--- src/rtl/fft_pkg.sv ---
// Shared definitions for the parametrised radix-2 FFT address generator.
// Contents:
//   state_t  - sequencer state encoding (IDLE, RUN, DRAIN, DONE)
//   rotl     - rotate-left of a value inside a field of given width
//   tw_mask  - twiddle mask with the top 'lvl' bits of 'width' set
//   legal ranges for LOG2N and BFLY_LAT
package fft_pkg;

    typedef enum logic [1:0] {
        ST_IDLE  = 2'd0,
        ST_RUN   = 2'd1,
        ST_DRAIN = 2'd2,
        ST_DONE  = 2'd3
    } state_t;

    localparam int LOG2N_MIN    = 2;
    localparam int LOG2N_MAX    = 12;
    localparam int BFLY_LAT_MIN = 1;
    localparam int BFLY_LAT_MAX = 15;

    // amount must lie in 0..width-1; bits above width are cleared.
    function automatic logic [31:0] rotl(input logic [31:0] value, input int amount,
                                         input int width);
        logic [31:0] mask;
        mask = (32'd1 << width) - 32'd1;
        return ((value << amount) | (value >> (width - amount))) & mask;
    endfunction

    // lvl must lie in 0..width; lvl = 0 gives an all-zero mask.
    function automatic logic [31:0] tw_mask(input int lvl, input int width);
        logic [31:0] ones;
        ones = (32'd1 << lvl) - 32'd1;
        return ones << (width - lvl);
    endfunction

endpackage

--- src/rtl/fft_wr_delay_line.sv ---
// Free-running shift line carrying {wr_en, wr_a_addr, wr_b_addr} from the
// read issue point to the write point of the butterfly datapath.
// Ports:
//   clk   - system clock
//   clr_n - asynchronous active-low clear of every stage
//   din   - WIDTH-bit word entering the line
//   dout  - din delayed by exactly DEPTH cycles
module fft_wr_delay_line #(
    parameter int WIDTH = 11,
    parameter int DEPTH = 2
) (
    input  logic             clk,
    input  logic             clr_n,
    input  logic [WIDTH-1:0] din,
    output logic [WIDTH-1:0] dout
);

    logic [WIDTH-1:0] stage [DEPTH];

    always_ff @(posedge clk or negedge clr_n) begin
        if (!clr_n) begin
            for (int k = 0; k < DEPTH; k++) stage[k] <= '0;
        end else begin
            stage[0] <= din;
            for (int k = 1; k < DEPTH; k++) stage[k] <= stage[k-1];
        end
    end

    assign dout = stage[DEPTH-1];

endmodule

--- src/rtl/fft_addr_gen_param.sv ---
// In-place DIT radix-2 FFT address sequencer for N = 2^LOG2N points.
// For every butterfly (level i, index j) it issues read addresses
// rotl({j,0},i) / rotl({j,1},i), the twiddle address j & mask_i, and the
// matching write addresses BFLY_LAT cycles later. Levels are separated by a
// drain of BFLY_LAT+1 cycles so the last write of a level retires before
// the first read of the next one.
// Ports:
//   clk, clr_n          - clock, asynchronous active-low reset
//   start, inverse      - run request (IDLE only) and transform direction
//   stall               - holds off butterfly issue while high
//   busy, done          - run in progress / one-cycle completion pulse
//   rd_valid, rd_a_addr, rd_b_addr, tw_addr - registered read issue
//   tw_conj             - inverse latched at start
//   wr_en, wr_a_addr, wr_b_addr - delayed write side (addresses 0 when idle)
//   bank_sel            - read bank; writes target the other bank
//   level               - current level i
//
// state | meaning
// IDLE  | waiting for start
// RUN   | issuing butterflies of level i, one per unstalled cycle
// DRAIN | BFLY_LAT+1 cycles letting the level's writes retire
// DONE  | final level drained; done pulse follows
module fft_addr_gen_param
    import fft_pkg::*;
#(
    parameter int LOG2N    = 5,
    parameter int BFLY_LAT = 2
) (
    input  logic                     clk,
    input  logic                     clr_n,
    input  logic                     start,
    input  logic                     inverse,
    input  logic                     stall,
    output logic                     busy,
    output logic                     done,
    output logic                     rd_valid,
    output logic [LOG2N-1:0]         rd_a_addr,
    output logic [LOG2N-1:0]         rd_b_addr,
    output logic [LOG2N-2:0]         tw_addr,
    output logic                     tw_conj,
    output logic                     wr_en,
    output logic [LOG2N-1:0]         wr_a_addr,
    output logic [LOG2N-1:0]         wr_b_addr,
    output logic                     bank_sel,
    output logic [$clog2(LOG2N)-1:0] level
);

    localparam int LW   = $clog2(LOG2N);
    localparam int TW_W = LOG2N - 1;
    localparam int DW   = 1 + 2 * LOG2N;
    localparam logic [LW-1:0]   I_LAST = LW'(LOG2N - 1);
    localparam logic [TW_W-1:0] J_LAST = '1;

    if (LOG2N < LOG2N_MIN || LOG2N > LOG2N_MAX ||
        BFLY_LAT < BFLY_LAT_MIN || BFLY_LAT > BFLY_LAT_MAX) begin : g_bad_param
        $error("fft_addr_gen_param: LOG2N or BFLY_LAT outside legal range");
    end

    state_t            state, state_next;
    logic [LW-1:0]     i_cnt;
    logic [TW_W-1:0]   j_cnt;
    logic [3:0]        drain_cnt;
    logic              accept, issue, drain_exit;
    logic [LOG2N-1:0]  rd_a_next, rd_b_next, rd_a_gated, rd_b_gated;
    logic [TW_W-1:0]   tw_next;
    logic [DW-1:0]     dl_in, dl_out;

    assign level = i_cnt;

    always_ff @(posedge clk or negedge clr_n) begin
        if (!clr_n) state <= ST_IDLE;
        else        state <= state_next;
    end

    // done is registered one cycle behind the DONE state so that it lines up
    // with the registered issue stream; a start seen while done is still
    // high belongs to the finished run and is refused.
    always_comb begin
        state_next = state;
        accept     = 1'b0;
        issue      = 1'b0;
        drain_exit = 1'b0;
        case (state)
            ST_IDLE: begin
                if (start && !done) begin
                    accept     = 1'b1;
                    state_next = ST_RUN;
                end
            end
            ST_RUN: begin
                if (!stall) begin
                    issue = 1'b1;
                    if (j_cnt == J_LAST) state_next = ST_DRAIN;
                end
            end
            ST_DRAIN: begin
                if (drain_cnt == 4'd0) begin
                    drain_exit = 1'b1;
                    state_next = (i_cnt == I_LAST) ? ST_DONE : ST_RUN;
                end
            end
            ST_DONE: state_next = ST_IDLE;
            default: state_next = ST_IDLE;
        endcase
    end

    always_comb begin
        rd_a_next = LOG2N'(rotl(32'({j_cnt, 1'b0}), int'(i_cnt), LOG2N));
        rd_b_next = LOG2N'(rotl(32'({j_cnt, 1'b1}), int'(i_cnt), LOG2N));
        tw_next   = j_cnt & TW_W'(tw_mask(int'(i_cnt), TW_W));
    end

    always_ff @(posedge clk or negedge clr_n) begin
        if (!clr_n) begin
            busy      <= 1'b0;
            done      <= 1'b0;
            rd_valid  <= 1'b0;
            rd_a_addr <= '0;
            rd_b_addr <= '0;
            tw_addr   <= '0;
            tw_conj   <= 1'b0;
            bank_sel  <= 1'b0;
            i_cnt     <= '0;
            j_cnt     <= '0;
            drain_cnt <= '0;
        end else begin
            busy     <= (state != ST_IDLE);
            done     <= (state == ST_DONE);
            rd_valid <= issue;
            if (accept) begin
                tw_conj  <= inverse;
                bank_sel <= 1'b0;
                i_cnt    <= '0;
                j_cnt    <= '0;
            end
            if (issue) begin
                rd_a_addr <= rd_a_next;
                rd_b_addr <= rd_b_next;
                tw_addr   <= tw_next;
                j_cnt     <= j_cnt + 1'b1;
            end
            if (state == ST_RUN && state_next == ST_DRAIN)
                drain_cnt <= 4'(BFLY_LAT);
            else if (state == ST_DRAIN && drain_cnt != 4'd0)
                drain_cnt <= drain_cnt - 4'd1;
            if (drain_exit) begin
                bank_sel <= ~bank_sel;
                j_cnt    <= '0;
                if (i_cnt != I_LAST) i_cnt <= i_cnt + 1'b1;
            end
        end
    end

    // Addresses are zeroed on entry to the line so the write side never
    // shows stale addresses while wr_en is low.
    always_comb begin
        rd_a_gated = rd_valid ? rd_a_addr : '0;
        rd_b_gated = rd_valid ? rd_b_addr : '0;
        dl_in      = {rd_valid, rd_a_gated, rd_b_gated};
    end

    fft_wr_delay_line #(
        .WIDTH (DW),
        .DEPTH (BFLY_LAT)
    ) u_wr_delay (
        .clk   (clk),
        .clr_n (clr_n),
        .din   (dl_in),
        .dout  (dl_out)
    );

    assign {wr_en, wr_a_addr, wr_b_addr} = dl_out;

endmodule

--- config.mk ---
export PLATFORM = sky130hd
export DESIGN_NAME = fft_addr_gen_param
export DESIGN_NICKNAME = d
export VERILOG_FILES = /design/src/rtl/fft_pkg.sv /design/src/rtl/fft_wr_delay_line.sv /design/src/rtl/fft_addr_gen_param.sv
export SDC_FILE = /design/constraint.sdc
export NUM_CORES = 1
export LEC_CHECK = 0
export BUFFER_PORTS_ARGS = -buffer_cell sky130_fd_sc_hd__buf_2
export CORE_MARGIN = 2
export CORE_UTILIZATION = 30
export DETAILED_ROUTE_END_ITERATION = 16
export HOLD_SLACK_MARGIN = 0.06
export MAX_ROUTING_LAYER = met4
export SYNTH_ARGS = -nofsm -noshare
export SYNTH_HDL_FRONTEND = slang
export SYNTH_SLANG_ARGS = --single-unit
--- constraint.sdc ---
create_clock -name clk -period 6.2 [get_ports clk]
set_input_delay 0.31 -clock clk [delete_from_list [all_inputs] [get_ports clk]]
set_output_delay 0.31 -clock clk [all_outputs]
set_load 0.01 [all_outputs]
* Yosys cells after proc, flatten, opt, wreduce, memory -nomap -nowiden
Cells that the tools add are included.
** Word-level totals
- Flip-flop bits (word level) :: 54
- Output and inout bits :: 33
- Logic and storage cells :: 72
** Cells by class
- Add/sub/neg operators :: 6
- Eq/ne operators :: 7
- Shift operators :: 6
- Multiplexer cells :: 24
- Bitwise logic cells :: 4
- Reduce and logical (&&, ||, !) cells :: 11
** Operators with widths (count)
- $shr 5x32->5 :: 2
- $shl 1x3->32 const A :: 1
- $shl 32x32->4 :: 1
- $sub 32x1->32 const B :: 1
- $mux 4 :: 5
- $mux 2 :: 5
- $mux 5 :: 2
- $or 5x5->5 :: 2
- $shl 5x3->5 :: 2
- $mux 3 :: 3
- $mux 1 :: 8
- $pmux 2 s4 :: 1
- $sub 3x3->4 const A :: 2
- $eq 2x2->1 const B :: 3
- $reduce_bool 2->1 :: 3
- $add 4x1->4 const B :: 1
- $and 4x4->4 :: 1
- $eq 4x4->1 const B :: 1
- $logic_not 4->1 :: 1
- $reduce_bool 4->1 :: 1
- $sub 4x1->4 const B :: 1
- $add 3x1->3 const B :: 1
- $eq 3x3->1 const B :: 1
- $logic_and 1x1->1 :: 3
- other kinds (6) :: 6

* Longest topological paths before layout
- Word-level depth :: 7
- Mapped depth :: 11
- Depth with buffers taken out :: 9

* Hierarchy
A second synthesis with hierarchy kept.
** Unflattened totals
- Cells, all modules :: 246
- Area total of the unflattened synthesis :: 2650.0 um^2
** By module, submodules not included
- fft_addr_gen_param :: times used 1, cells an instance 213, area each 2016.9 um^2
- fft_wr_delay_line :: times used 1, cells an instance 33, area each 633.1 um^2

* Worst setup path before layout
Ideal clock, no wire load.
- Kind :: reg-to-reg
- From :: register i_cnt[0] (netlist: level[0])
- To :: register tw_addr[3]
- Setup time :: 0.083 ns
- Data arrival time :: 2.244 ns
- Data required time :: 6.117 ns
- Slack :: 3.874 ns
- Stages on the path, launching flop included :: 12
- Path buffers :: 2
- Clock period less this slack :: 2.326 ns
- Path through :: dfrtp_1 -> buf_4 -> buf_6 -> inv_1 -> ha_1 -> ha_1 -> inv_1 -> ha_1 -> mux2_2 -> o32ai_1 -> o2111ai_1 -> o21ai_0
** On the way
- Longest elaborated chain between the ends :: 4
- Elaborated cells between the ends (all ways) :: 5
- Classes of those cells :: add/sub (2); shift (2); bitwise (1)
** Ends and longest elaborated chain
- from (decl) :: RTL line fft_addr_gen_param.sv:60 : logic [LW-1:0] i_cnt;
- from (signal assigned) :: RTL line fft_addr_gen_param.sv:149 : if (i_cnt != I_LAST) i_cnt <= i_cnt + 1'b1;
- $shl 1x3->32 :: RTL line fft_pkg.sv:32 : ones = (32'd1 << lvl) - 32'd1;
- $sub 32x1->32 :: RTL line fft_pkg.sv:32
- $shl 32x32->4 (*) :: RTL line fft_pkg.sv:33 : return ones << (width - lvl);
- $and 4x4->4 (*) :: RTL line fft_addr_gen_param.sv:110 : tw_next = j_cnt & TW_W'(tw_mask(int'(i_cnt), TW_W));
- to (signal assigned) :: RTL line fft_addr_gen_param.sv:139 : tw_addr <= tw_next;
- to (decl) :: RTL line fft_addr_gen_param.sv:39 : output logic [LOG2N-2:0] tw_addr,
Mark *: on every way between the ends. The rest lies on a longest branch, timed or not.
A chain may end at the register's enable or synchronous reset.

* Final worst setup path
Same ends and word-level chain as after synthesis.

==> flow_metrics.py <==
metrics = {
    "status": {
        "status": "finished clean",
    },
    "pwr": {
        "power_density_nw_per_um2": 379,
        "p_switching_uw": 368,
        "ir_drop_v": 0.000153,
        "p_comb_frac": 0.277,
        "p_clk_frac": 0.227,
        "p_seq_frac": 0.496,
        "p_leak_nw": 1.34,
        "internal-power_uw": 725,
        "p_sw_frac": 0.337,
        "finalPower_mw": 1.09,
    },
    "place": {
        "place.detailed.hpwl_um": 3330,
        "finalWeightedCongestion": 0.838,
        "postPlaceCellArea_um2": 2770,
        "port_buffers": 37,
        "pre_cts_ws_ns": 3.39,
        "dp_cells": 362,
    },
    "sta": {
        "setup_tns_ns": 0,
        "worst_pin_slew_ns": 0.838,
        "fmax_mhz": 350,
        "fin_crit_sh": 0.460,
        "worst_slew_margin_rel": 0.441,
        "setup_viol": 0,
        "fin_hold_ws_ns": 0.110,
        "slew_violations": 0,
        "skew_ns": 0.00692,
        "period_needed_ns": 2.85,
        "finalHoldViolations": 0,
        "fin_ws_ns": 3.35,
        "rsz0062_at_grt": "no",
    },
    "routing": {
        "drt_wl_total_um": 4870,
        "first_iter_violations": 67,
        "postRouteAntennaNets": 0,
        "via_count": 1735,
        "dr.pass1.iters": 4,
        "route.detailed.drc": 0,
        "wire_per_inst_um": 13.2,
        "vias_per_cell": 4.69,
    },
    "yosys": {
        "ys_seq_elements": 54,
        "syn_area_per_cell_um2": 10.8,
        "synthTopCellsByArea": "dfrtp_1, ha_1, buf_4",
        "synth_most_common_cell": "dfrtp_1",
        "synthTopCellsByCount": "dfrtp_1, nand2_1, o21ai_0, nor2_1",
        "syn_nets": 259,
        "synth_edf_count": 0,
        "synthesis.instances": 241,
        "synthesis.area_um2": 2600,
        "synthArstFlopShare": 1.00,
        "yosys_warnings": 0,
        "yosysUniqueCellTypes": 50,
        "synth_flop_cell": "dfrtp_1",
        "yosysTopAreaCell": "dfrtp_1",
        "yosysTopAreaCellShare": 0.519,
        "synth_seq_area_share": 0.519,
    },
    "worst_setup_path": {
        "crit_buf_inv": 2,
        "critical_path.max_stage_delay_ns": 0.88,
        "cpLargestDelayFamily": "flip-flops",
        "worstPathArrival_ns": 3.08,
        "endpoint_kind": "flip-flop",
        "path_cells": "inv_1 -> ha_1 -> ha_1 -> inv_1 -> ha_1 -> mux2_2 -> o32ai_1 -> o2111ai_1 -> o21ai_0",
        "cp-start-kind": "flip-flop",
        "reg2reg_slack_ns": 3.35,
        "cp_slowest_cell": "dfrtp_1",
        "crit_fanout": 26,
        "cp.required_ns": 6.42,
        "cp_common_cell": "ha_1",
        "path_class": "reg2reg",
    },
    "cells_and_area": {
        "multi_input_area_um2": 1040,
        "diodes": 0,
        "fin_nets": 282,
        "finalInstanceArea_um2": 2890,
        "final_layout_size_suffix_gt1_frac": 0.208,
        "finalCoreUtilization": 0.348,
        "ff_latch_area_um2": 1350,
        "syn2layout_area_growth_pct": 10.9,
        "layoutNonFillerInstCount": 370,
        "nFillCells": 843,
    },
    "grt": {
        "grt_pass1_vias": 1674,
        "grt_max_degree": 55,
        "overflow": 0,
        "track_usage": 0.109,
        "grt_pass1_wl_um": 8170,
        "antenna_found_initial": 0,
    },
    "floorplanning": {
        "ios": 38,
        "die_h_um": 97.2,
        "dieWidth_um": 97.2,
        "dieArea_um2": 9440,
        "rows": 33,
        "initial_core_util": 0.314,
        "fp.coreArea_um2": 8300,
    },
    "cts": {
        "cts_sinks": 54,
        "clkTransAtPathRegs_ns": 0.10,
        "tritoncts": "built",
        "cts_resized": 0,
        "root_buffer": "clkbuf_8",
        "cts_buffers": 5,
        "hold_buffers": 0,
        "insertion_delay_ns": 0.31,
        "htreeDepth": 2,
        "clk_path_buf_depth": 2,
        "post_cts_buffers": 0,
    },
    "worst_hold_path": {
        "hp-class": "in2async",
    },
    "flow_run": {
        "cap_violations": 0,
    },
}
==> metal layers <==
layer	GRT usage	up-vias	wire [um]	share of wire
met2	0.163	56	2190	0.45
met1	0.148	813	2430	0.50
met4	0.0293	0	14	0.0029
met3	0.0252	2	239	0.049
met5	-	-	0	0
li1	-	864	-	-
==> final cells by class <==
class | instances | area share
clock inverters | 2 | 0.0134
inverters | 11 | 0.0160
flip-flops and latches | 54 | 0.468
repair buffers | 38 | 0.0667
multi-input cells | 154 | 0.362
well taps | 105 | 0.0455
clock buffers | 6 | 0.0286
==> registers in the layout, indices dropped and copies added, names as in the netlist <==
name and cells:
tw_addr 4, done 1, level 3, rd_valid 1, bank_sel 1, drain_cnt 4
u_wr_delay.stage 11, rd_b_addr 5, busy 1, rd_a_addr 5, u_wr_delay.dout 11, state 2
j_cnt 4, tw_conj 1
==> cells by family (layout without fill, tap and decap cells) <==
family | Yosys count | count (layout) | share of synthesized area
muxes | 7 | 7 | 0.0284
buffers and inverters | 33 | 57 | 0.0798
DFF | 54 | 54 | 0.519
xor gates and xnor gates | 6 | 6 | 0.0202
AOI/OAI and AO/OA | 52 | 52 | 0.132
adders and majority gates | 13 | 13 | 0.0625
and+or+nand+nor | 76 | 76 | 0.159
==> worst paths after layout <==
path	startpoint	endpoint	depth (start not counted)
hold / removal	clr_n	u_wr_delay.dout[9]	2
hold reg to reg	u_wr_delay.stage[13]	u_wr_delay.dout[2]	0
max in group asynchronous	clr_n	level[1]	2
min in group clk	inverse	tw_conj	2
setup reg to reg	level[0]	tw_addr[3]	9
setup / recovery	level[0]	tw_addr[3]	9
==> power by group through the flow <==
stage                     Clock, mW  Sequential [mW]  Combinational, mW
after floorplan                   0            0.535              0.230
after global placement            0            0.547              0.303
after detailed placement          0            0.550              0.307
after CTS                     0.258            0.543              0.308
after global routing          0.270            0.558              0.338
final                         0.248            0.542              0.303
==> placed cells by master (no fill, tap or decap), drive strengths merged, types with 2 or more instances in the layout <==
cell    instances
nor2b           4
nor2           14
nand3           7
o31ai           4
ha             13
a31oi           2
and2           13
nand2          20
mux2i           4
nand3b          2
xnor2           3
o21a            3
dfrtp          54
clkbuf          6
o31a            2
xor2            3
buf            38
nor3            3
mux2            3
nand2b          2
inv            12
a21oi          12
nor4            2
o21ai          15
or3b            2
Note: power is estimated with default switching activity, not from simulation.
